===== config.mk =====
export PLATFORM = sky130hd
export DESIGN_NAME = regxfer_arbiter_flat
export DESIGN_NICKNAME = d
export VERILOG_FILES = /design/src/rtl/regxfer_if.sv /design/src/rtl/regxfer_arbiter.sv /design/src/flat_wrapper.sv
export SDC_FILE = /design/constraint.sdc
export NUM_CORES = 1
export LEC_CHECK = 0
export BUFFER_PORTS_ARGS = -buffer_cell sky130_fd_sc_hd__buf_2
export CORE_MARGIN = 3
export CORE_UTILIZATION = 47
export DETAILED_ROUTE_END_ITERATION = 8
export PLACE_DENSITY = 0.76
export SYNTH_ARGS = -nofsm -noshare
export SYNTH_HDL_FRONTEND = slang
export SYNTH_SLANG_ARGS = --single-unit

===== constraint.sdc =====
create_clock -name clk -period 3.22 [get_ports clk]
set_input_delay 0.805 -clock clk [delete_from_list [all_inputs] [get_ports clk]]
set_output_delay 0.805 -clock clk [all_outputs]
set_load 0.01 [all_outputs]

===== src/rtl/regxfer_if.sv =====
// Handshake and register-bank strobe bundle between requesters and regxfer_arbiter.
// The master modport is the requester side; the slave modport is the arbiter.
interface regxfer_if #(
    parameter int NREQ = 4,
    parameter int NREG = 8,
    parameter int SELW = 3
);
    logic [NREQ-1:0]      req;
    logic [NREQ*SELW-1:0] src_sel;
    logic [NREQ*SELW-1:0] dst_sel;
    logic [NREQ-1:0]      ack;
    logic [NREQ-1:0]      err;
    logic [NREQ-1:0]      grant;
    logic [NREG-1:0]      reg_oe_n;
    logic [NREG-1:0]      reg_ld;
    logic                 busy;

    modport master (
        output req, src_sel, dst_sel,
        input  ack, err, grant, reg_oe_n, reg_ld, busy
    );

    modport slave (
        input  req, src_sel, dst_sel,
        output ack, err, grant, reg_oe_n, reg_ld, busy
    );
endinterface


===== src/rtl/regxfer_arbiter.sv =====
// Round-robin owner of the shared register bus: one /OE low, then one load strobe, per transfer.
// Optional macro REGXFER_TURNAROUND_EN inserts a dead-bus TURN cycle after RELEASE.
module regxfer_arbiter #(
    parameter int NREQ = 4,
    parameter int NREG = 8,
    parameter int SELW = 3
) (
    input  logic     clk,
    input  logic     rst,
    regxfer_if.slave bus
);
    localparam int GW = (NREQ > 1) ? $clog2(NREQ) : 1;

`ifdef REGXFER_TURNAROUND_EN
    typedef enum logic [2:0] {IDLE, DRIVE, LATCH, RELEASE, TURN} state_t;
`else
    typedef enum logic [2:0] {IDLE, DRIVE, LATCH, RELEASE} state_t;
`endif

    state_t          state_reg;
    logic [GW-1:0]   rr_reg;
    logic [GW-1:0]   gidx_reg;
    logic [SELW-1:0] src_reg;
    logic [SELW-1:0] dst_reg;
    logic            illegal_reg;
    logic [NREQ-1:0] grant_reg;
    logic [NREQ-1:0] ack_reg;
    logic [NREQ-1:0] err_reg;
    logic [NREG-1:0] oe_n_reg;
    logic [NREG-1:0] ld_reg;
    logic            busy_reg;

    logic [2*NREQ-1:0] req_dbl;
    logic [NREQ-1:0]   req_rot;
    logic [GW-1:0]     rot_off;
    logic [GW-1:0]     win;
    logic [NREQ-1:0]   win_oh;
    logic [SELW-1:0]   src_arr [NREQ];
    logic [SELW-1:0]   dst_arr [NREQ];
    logic [SELW-1:0]   win_src;
    logic [SELW-1:0]   win_dst;
    logic              win_illegal;
    logic [NREG-1:0]   src_oh;
    logic [NREG-1:0]   dst_oh;

    // Rotate requests so bit 0 is the rr pointer; the lowest set bit is then the winner.
    assign req_dbl = {bus.req, bus.req} >> rr_reg;
    assign req_rot = req_dbl[NREQ-1:0];

    always_comb begin
        rot_off = '0;
        for (int k = NREQ - 1; k >= 0; k--) begin
            if (req_rot[k]) rot_off = GW'(k);
        end
    end

    assign win = GW'((int'(rr_reg) + int'(rot_off)) % NREQ);

    for (genvar gi = 0; gi < NREQ; gi++) begin : g_req
        assign src_arr[gi] = bus.src_sel[gi*SELW +: SELW];
        assign dst_arr[gi] = bus.dst_sel[gi*SELW +: SELW];
        assign win_oh[gi]  = (int'(win) == gi);
    end

    assign win_src     = src_arr[win];
    assign win_dst     = dst_arr[win];
    assign win_illegal = (win_src == win_dst) || (int'(win_src) >= NREG) || (int'(win_dst) >= NREG);

    // Decoders are gated by the latched illegal flag so a bad transfer never touches the bank.
    for (genvar gi = 0; gi < NREG; gi++) begin : g_reg
        assign src_oh[gi] = (int'(src_reg) == gi) && !illegal_reg;
        assign dst_oh[gi] = (int'(dst_reg) == gi) && !illegal_reg;
    end

    always_ff @(posedge clk) begin
        if (!rst) begin
            state_reg   <= IDLE;
            rr_reg      <= '0;
            gidx_reg    <= '0;
            src_reg     <= '0;
            dst_reg     <= '0;
            illegal_reg <= 1'b0;
            grant_reg   <= '0;
            ack_reg     <= '0;
            err_reg     <= '0;
            oe_n_reg    <= '1;
            ld_reg      <= '0;
            busy_reg    <= 1'b0;
        end else begin
            ack_reg <= '0;
            err_reg <= '0;
            ld_reg  <= '0;
            case (state_reg)
                IDLE: begin
                    if (bus.req != '0) begin
                        gidx_reg    <= win;
                        src_reg     <= win_src;
                        dst_reg     <= win_dst;
                        illegal_reg <= win_illegal;
                        grant_reg   <= win_oh;
                        busy_reg    <= 1'b1;
                        state_reg   <= DRIVE;
                    end
                end
                DRIVE: begin
                    oe_n_reg  <= ~src_oh;
                    state_reg <= LATCH;
                end
                LATCH: begin
                    ld_reg    <= dst_oh;
                    state_reg <= RELEASE;
                end
                RELEASE: begin
                    oe_n_reg  <= '1;
                    ack_reg   <= grant_reg;
                    err_reg   <= illegal_reg ? grant_reg : '0;
                    grant_reg <= '0;
                    rr_reg    <= GW'((int'(gidx_reg) + 1) % NREQ);
`ifdef REGXFER_TURNAROUND_EN
                    state_reg <= TURN;
                end
                TURN: begin
                    busy_reg  <= 1'b0;
                    state_reg <= IDLE;
`else
                    busy_reg  <= 1'b0;
                    state_reg <= IDLE;
`endif
                end
                default: state_reg <= IDLE;
            endcase
        end
    end

    assign bus.ack      = ack_reg;
    assign bus.err      = err_reg;
    assign bus.grant    = grant_reg;
    assign bus.reg_oe_n = oe_n_reg;
    assign bus.reg_ld   = ld_reg;
    assign bus.busy     = busy_reg;
endmodule

===== src/flat_wrapper.sv =====
// flat-port wrapper written by rule: the top's interface ports become plain ports
module regxfer_arbiter_flat 
#(
    parameter int NREQ = 4,
    parameter int NREG = 8,
    parameter int SELW = 3
)
  (clk, rst, bus_req, bus_src_sel, bus_dst_sel, bus_ack, bus_err, bus_grant, bus_reg_oe_n, bus_reg_ld, bus_busy);
  regxfer_if #(.NREQ(NREQ), .NREG(NREG), .SELW(SELW)) bus_i ();
  input  logic clk;
  input  logic rst;
  input wire logic [$bits(bus_i.req)-1:0] bus_req;
  input wire logic [$bits(bus_i.src_sel)-1:0] bus_src_sel;
  input wire logic [$bits(bus_i.dst_sel)-1:0] bus_dst_sel;
  output wire logic [$bits(bus_i.ack)-1:0] bus_ack;
  output wire logic [$bits(bus_i.err)-1:0] bus_err;
  output wire logic [$bits(bus_i.grant)-1:0] bus_grant;
  output wire logic [$bits(bus_i.reg_oe_n)-1:0] bus_reg_oe_n;
  output wire logic [$bits(bus_i.reg_ld)-1:0] bus_reg_ld;
  output wire logic [$bits(bus_i.busy)-1:0] bus_busy;
  assign bus_i.req = bus_req;
  assign bus_i.src_sel = bus_src_sel;
  assign bus_i.dst_sel = bus_dst_sel;
  assign bus_ack = bus_i.ack;
  assign bus_err = bus_i.err;
  assign bus_grant = bus_i.grant;
  assign bus_reg_oe_n = bus_i.reg_oe_n;
  assign bus_reg_ld = bus_i.reg_ld;
  assign bus_busy = bus_i.busy;
  regxfer_arbiter #(.NREQ(NREQ), .NREG(NREG), .SELW(SELW)) u_core (.clk(clk), .rst(rst), .bus(bus_i));
endmodule

## After elaboration in Yosys (flattened, before gate mapping)

Index checks and enable logic that the tools add are counted.

| cells by class | value |
|---|---|
| add/subtract/negate cells | 2 |
| magnitude comparators | 1 |
| eq/ne operators | 22 |
| shift-type cells | 1 |
| mux-type cells | 17 |
| bitwise logic cells | 2 |
| reductions and logical operators | 29 |

Operators with widths:

| operator | number |
|---|---|
| $eq A3 B3 Y1 const B | 8 |
| $eq A3 B2 Y1 const B | 6 |
| $logic_and A1 B1 Y1 | 16 |
| $pmux W8 S2 | 1 |
| $mux W3 | 5 |
| $bmux W3 S2 | 2 |
| $eq A3 B1 Y1 const B | 3 |
| $logic_not A3 Y1 | 3 |
| $pmux W3 S3 | 1 |
| $mux W2 | 4 |
| $not A8 Y8 | 1 |
| $pmux W4 S2 | 1 |
| $reduce_and A2 Y1 | 4 |
| $shr A8 B2 Y4 | 1 |
| $eq A2 B2 Y1 const B | 2 |
| $mux W4 | 1 |
| $reduce_bool A2 Y1 | 2 |
| $reduce_bool A4 Y1 | 1 |
| $eq A3 B3 Y1 | 1 |
| $ge A3 B3 Y1 const B | 1 |
| $not A2 Y3 | 1 |
| $reduce_and A3 Y1 | 1 |
| $add A2 B1 Y2 const B | 1 |
| $add A2 B2 Y2 | 1 |
| other kinds (6) | 6 |

| word-level totals | value |
|---|---|
| flip-flop bits (word level) | 43 |
| input bits | 30 |
| output and inout bits | 29 |
| word-level logic and storage cells | 86 |

## Longest topological paths before layout

| logic depth | value |
|---|---|
| word-level depth | 11 |
| depth in mapped cells | 13 |
| gate-level depth less buffers | 10 |

## Least setup slack after synthesis

No wires, ideal clock.

| path | value |
|---|---|
| kind | input -> register |
| from | in bus_req[2] |
| to | reg u_core.illegal_reg |
| setup time | 74 ps |
| arrival | 3,018 ps |
| required time | 3,146 ps |
| slack | 128 ps |
| cell stages on the path | 10 |
| buffers on the path | 2 |
| cells stage by stage | buf_6 -> or4_2 -> o2111ai_1 -> ha_1 -> buf_6 -> mux2_4 -> xor2_1 -> a2111oi_0 -> nand3_1 -> a31oi_1 |

| between the ends | value |
|---|---|
| word-level cells in the longest chain between the ends | 11 |
| elaborated cells on any way between the ends | 16 |
| classes of those cells | add/sub: 1; eq/ne: 1; shift: 1; mux: 10; bitwise: 1; reduce/logical: 2 |

Ends and longest elaborated chain:

| what | line | source |
|---|---|---|
| from (decl) | flat_wrapper.sv:12 | `input wire logic [$bits(bus_i.req)-1:0] bus_req;` |
| $shr A8 B2 Y4 (*) | regxfer_arbiter.sv:47 | `assign req_dbl = {bus.req, bus.req} >> rr_reg;` |
| $mux W2 (3 in series) | regxfer_arbiter.sv:53 | `if (req_rot[k]) rot_off = GW'(k);` |
| $mux W2 (*) | regxfer_arbiter.sv:53 |  |
| $add A2 B2 Y2 (*) | regxfer_arbiter.sv:57 | `assign win = GW'((int'(rr_reg) + int'(rot_off)) % NREQ);` |
| named net u_core.win[0] | regxfer_arbiter.sv:36 | `logic [GW-1:0] win;` |
| $not A2 Y3 (implied by the code) (*) | regxfer_arbiter.sv:65, regxfer_arbiter.sv:66 |  |
| $bmux W3 S2 (on tied branches) | regxfer_arbiter.sv:65, regxfer_arbiter.sv:66 |  |
| $mux W3 (on tied branches) (2 in series) | regxfer_arbiter.sv:65, regxfer_arbiter.sv:66 |  |
| $eq A3 B3 Y1 (*) | regxfer_arbiter.sv:67 | `assign win_illegal = (win_src == win_dst) \|\| (int'(win_src) >= NREG) \|\| (int'(win_dst) >= NREG);` |
| to (signal assigned) | regxfer_arbiter.sv:99 | `illegal_reg <= win_illegal;` |
| to (decl) | regxfer_arbiter.sv:25 | `logic illegal_reg;` |

The timed path passes the listed nets; every way through them passes the cells marked *. The select of a mux whose other input is x is not followed.
A chain may end at the register's enable or synchronous reset.

## Worst setup path after layout

| path | value |
|---|---|
| from | in bus_req[0] |
| to | reg u_core.illegal_reg |

The elaborated chain is that of the path after synthesis.

==> run summary <==
Measured along the x axis, the die boundary spans 73.5 um. The sequential fraction of design power is 0.364, and the antenna diode instance count is 0. The slew at the pin closest to its max-slew limit was 0.625 ns; the largest fanout on the critical path was 5.

After technology mapping, the gate count stands at 238. The tools report the clock insertion delay at the later pin of the skew report as 0.29 ns. Number of H-tree branching levels: 2.

The number of nets with antenna violations after routing was 0; the area growth from synthesis to layout was 20.7%. Fraction of registers with async set/reset: 0. The logs give 0 for the number of hold buffers added after CTS and 5 for the number of buffers created by CTS. The number of clock sinks is 42. Setup repair after global routing left no endpoint under its margin. The critical path in this run is classified as in2reg. The setup clock skew after layout came out at 0.00214 ns. Power spread over the standard cell area amounts to 797 nW/um2. For the layout net count, the log shows 332. The critical path data arrival time is 3.15 ns, and the floorplan row count is 23. For the power share of the clock group, the log shows 0.247. The share of layout cells above drive strength 1 was 0.310.

The vias after detailed routing is 1879. Summed over all cells, the static leakage comes to 1.15 nW. Summing internal, switching and leakage power gives 2.06 mW.

The tools report the total standard cell area after synthesis as 2140 um2. The maximum number of pins on one net before global-route repair is 29. The primary flip-flop cell chosen by synthesis mapping was sky130_fd_sc_hd__dfxtp_1. The tools report the logic gate share of total power as 0.389. The buffer type at the clock tree root was sky130_fd_sc_hd__clkbuf_8. The highest achievable clock rate is 0.342 GHz, and the net switching component of the power is 0.755 mW. Synthesis produced a netlist with a net count of 274. The tools report the global-route wire length before repair as 7600 um. The initial antenna violation count is 0. The run gives 0.292 ns as the worst path setup slack after routing. Global-route usage over all layers: 0.177. Dividing the detail-routed wire length by the instance count gives 13.1 um. TritonCTS built the clock tree.

The min-delay analysis places its worst path in the category reg2reg. In this run the standard cell core region covers 4200 um2. Counting flops and latches in the post-synthesis netlist gives 42. STA classifies the critical path startpoint as a primary input. 59 I/O pins were placed. The number of hold violations in the final report was 0. The run finished with clean final reports. The number of DRC markers after the initial detailed-route iteration was 89.

The number of resized instances in the post-cts repair step is 0, and the total grt overflow is 0. The run gives 0 as the number of max-capacitance violations reported. The placement-stage worst setup slack is -0.00160 ns.

For the worst setup path, the data required time is 3.45 ns. The run gives 0 as the number of endpoints failing setup at the final stage. The filler cell count in the final layout is 371, and the cell internal power dissipation is 1.31 mW. The library cell used most frequently in the layout, excluding fill and tap cells, is sky130_fd_sc_hd__buf_2. For the number of buffers added for setup after CTS, the log shows 0.

Number of buffers added on ports: 58. The total detailed-routing wirelength is 4550 um, and the shortest period the worst path allows is 2.93 ns. The number of flops mapped to enable cells by yosys was 0.

The period utilization is 0.909. Across the VDD grid, the largest voltage drop is 0.359 mV. The switching fraction of total power works out to 0.366. Detailed placement ended at an HPWL of 3340 um. Clock-pin slew was measured on the worst setup and hold paths at 0.08 ns. For the area of the die, the log shows 5400 um2. The tools report the routability congestion estimate as 0.795. Number of global-route vias before repair: 1780. For the starting density of the core, the log shows 0.510. Yosys mapped the design onto 52 distinct sky130hd cell types. For the worst slew margin relative to its limit, the log shows 0.579. The endpoint kind of the worst setup timing path was a flip-flop.

The sequential cell area fraction in the yosys report was 0.393; the height of the die was 73.5 um. For this run, design rule violations remaining after detail routing come to 0. The mean cell area of the mapped netlist came out at 9.00 um2. The final max-slew violation count was 0. Leaving out fill and tap cells, the most frequent cells in the layout are 58 x sky130_fd_sc_hd__buf_2, 42 x sky130_fd_sc_hd__dfxtp_1, 30 x sky130_fd_sc_hd__nand2_1. The Yosys step of the flow raised 0 warnings. The deepest clock path buffer count is 2, and the average via count per standard cell is 5.41.

The run gives 4 as the length of the first detailed-routing pass in iterations.
per-stage QoR:
stage	std cells	cell area, um2	setup TNS (ns)	hold slack, ns	util
floorplan	238	2140	0	0.439	-
global placement	339	2440	0	0.470	0.582
detailed placement	339	2440	-0.00160	0.476	0.582
CTS	347	2590	0	0.488	0.616
global route	347	2590	0	0.511	0.616
finish	347	2590	0	0.485	0.616
worst paths after layout:
check / from / slack, ns / cells past startpoint / endpoint
setup / recovery: bus_req[0] / 0.29 / 9 / u_core.illegal_reg$_SDFFE_PN0P_
hold / removal: u_core.bus.grant[3]$_SDFFE_PN0P_ / 0.48 / 2 / u_core.bus.grant[3]$_SDFFE_PN0P_
setup reg to reg: u_core.rr_reg[0]$_SDFFE_PN0P_ / 0.55 / 8 / u_core.illegal_reg$_SDFFE_PN0P_
hold reg to reg: u_core.bus.grant[3]$_SDFFE_PN0P_ / 0.48 / 2 / u_core.bus.grant[3]$_SDFFE_PN0P_
cells in the mapped netlist, types with 5 or more instances:
cell,instances,share of area
sky130_fd_sc_hd__buf_6,5,0.026
sky130_fd_sc_hd__a21oi_1,6,0.014
sky130_fd_sc_hd__clkbuf_1,6,0.011
sky130_fd_sc_hd__o22ai_1,9,0.026
sky130_fd_sc_hd__dfxtp_1,42,0.39
sky130_fd_sc_hd__xnor2_1,6,0.025
sky130_fd_sc_hd__o31ai_1,6,0.021
sky130_fd_sc_hd__nor3_1,7,0.016
sky130_fd_sc_hd__nand2_1,30,0.053
sky130_fd_sc_hd__and3_1,8,0.023
sky130_fd_sc_hd__nor2b_1,9,0.026
sky130_fd_sc_hd__ha_1,6,0.035
sky130_fd_sc_hd__o21ai_0,6,0.014
sky130_fd_sc_hd__xor2_1,6,0.025
sky130_fd_sc_hd__nand3_1,5,0.012
sky130_fd_sc_hd__nor2_1,20,0.035
per-layer routing:
layer,vias to the layer above,GRT usage,part of all wire
li1,967,-,-
met1,835,0.214,0.45
met2,70,0.308,0.47
met3,7,0.0274,0.065
met4,0,0.0744,0.015
met5,-,0,0
power groups by stage:
stage | Sequential (mW) | Combinational (mW) | Clock (mW)
after global routing | 0.770 | 0.902 | 0.528
final | 0.750 | 0.802 | 0.508
after floorplan | 0.743 | 0.634 | 0
after CTS | 0.748 | 0.804 | 0.512
after global placement | 0.757 | 0.785 | 0
after detailed placement | 0.759 | 0.797 | 0
cell families after synthesis:
logic type,after synthesis,synth area share
multiplexers,6,0.0345
AO/OA/AOI/OAI,53,0.190
XOR/XNOR,12,0.0491
buffers and inverters,17,0.0537
adder cells (fa/ha/maj),6,0.0350
flip-flops,42,0.393
AND/OR/NAND/NOR,102,0.245
cell type report:
| cell class | instances | area [um2] | share of cell area |
|---|---|---|---|
| clock buffer | 6 | 82.6 | 0.0319 |
| sequential | 42 | 841 | 0.325 |
| clock inverter | 2 | 60.1 | 0.0232 |
| inverter | 3 | 11.3 | 0.00435 |
| multi-input combinational | 179 | 1190 | 0.459 |
| timing repair buffer | 65 | 343 | 0.133 |
| tap | 50 | 62.6 | 0.0242 |
worst max-delay path, stage by stage:
cell and delay [ns]:
sky130_fd_sc_hd__buf_2 0.10, sky130_fd_sc_hd__or4_2 0.63, sky130_fd_sc_hd__o2111ai_1 0.11, sky130_fd_sc_hd__ha_1 0.33, sky130_fd_sc_hd__mux2_4 0.34, sky130_fd_sc_hd__xor2_1 0.15, sky130_fd_sc_hd__a2111oi_0 0.36, sky130_fd_sc_hd__nand3_1 0.13
sky130_fd_sc_hd__a31oi_1 0.19
Power figures use the tool's default switching activity.
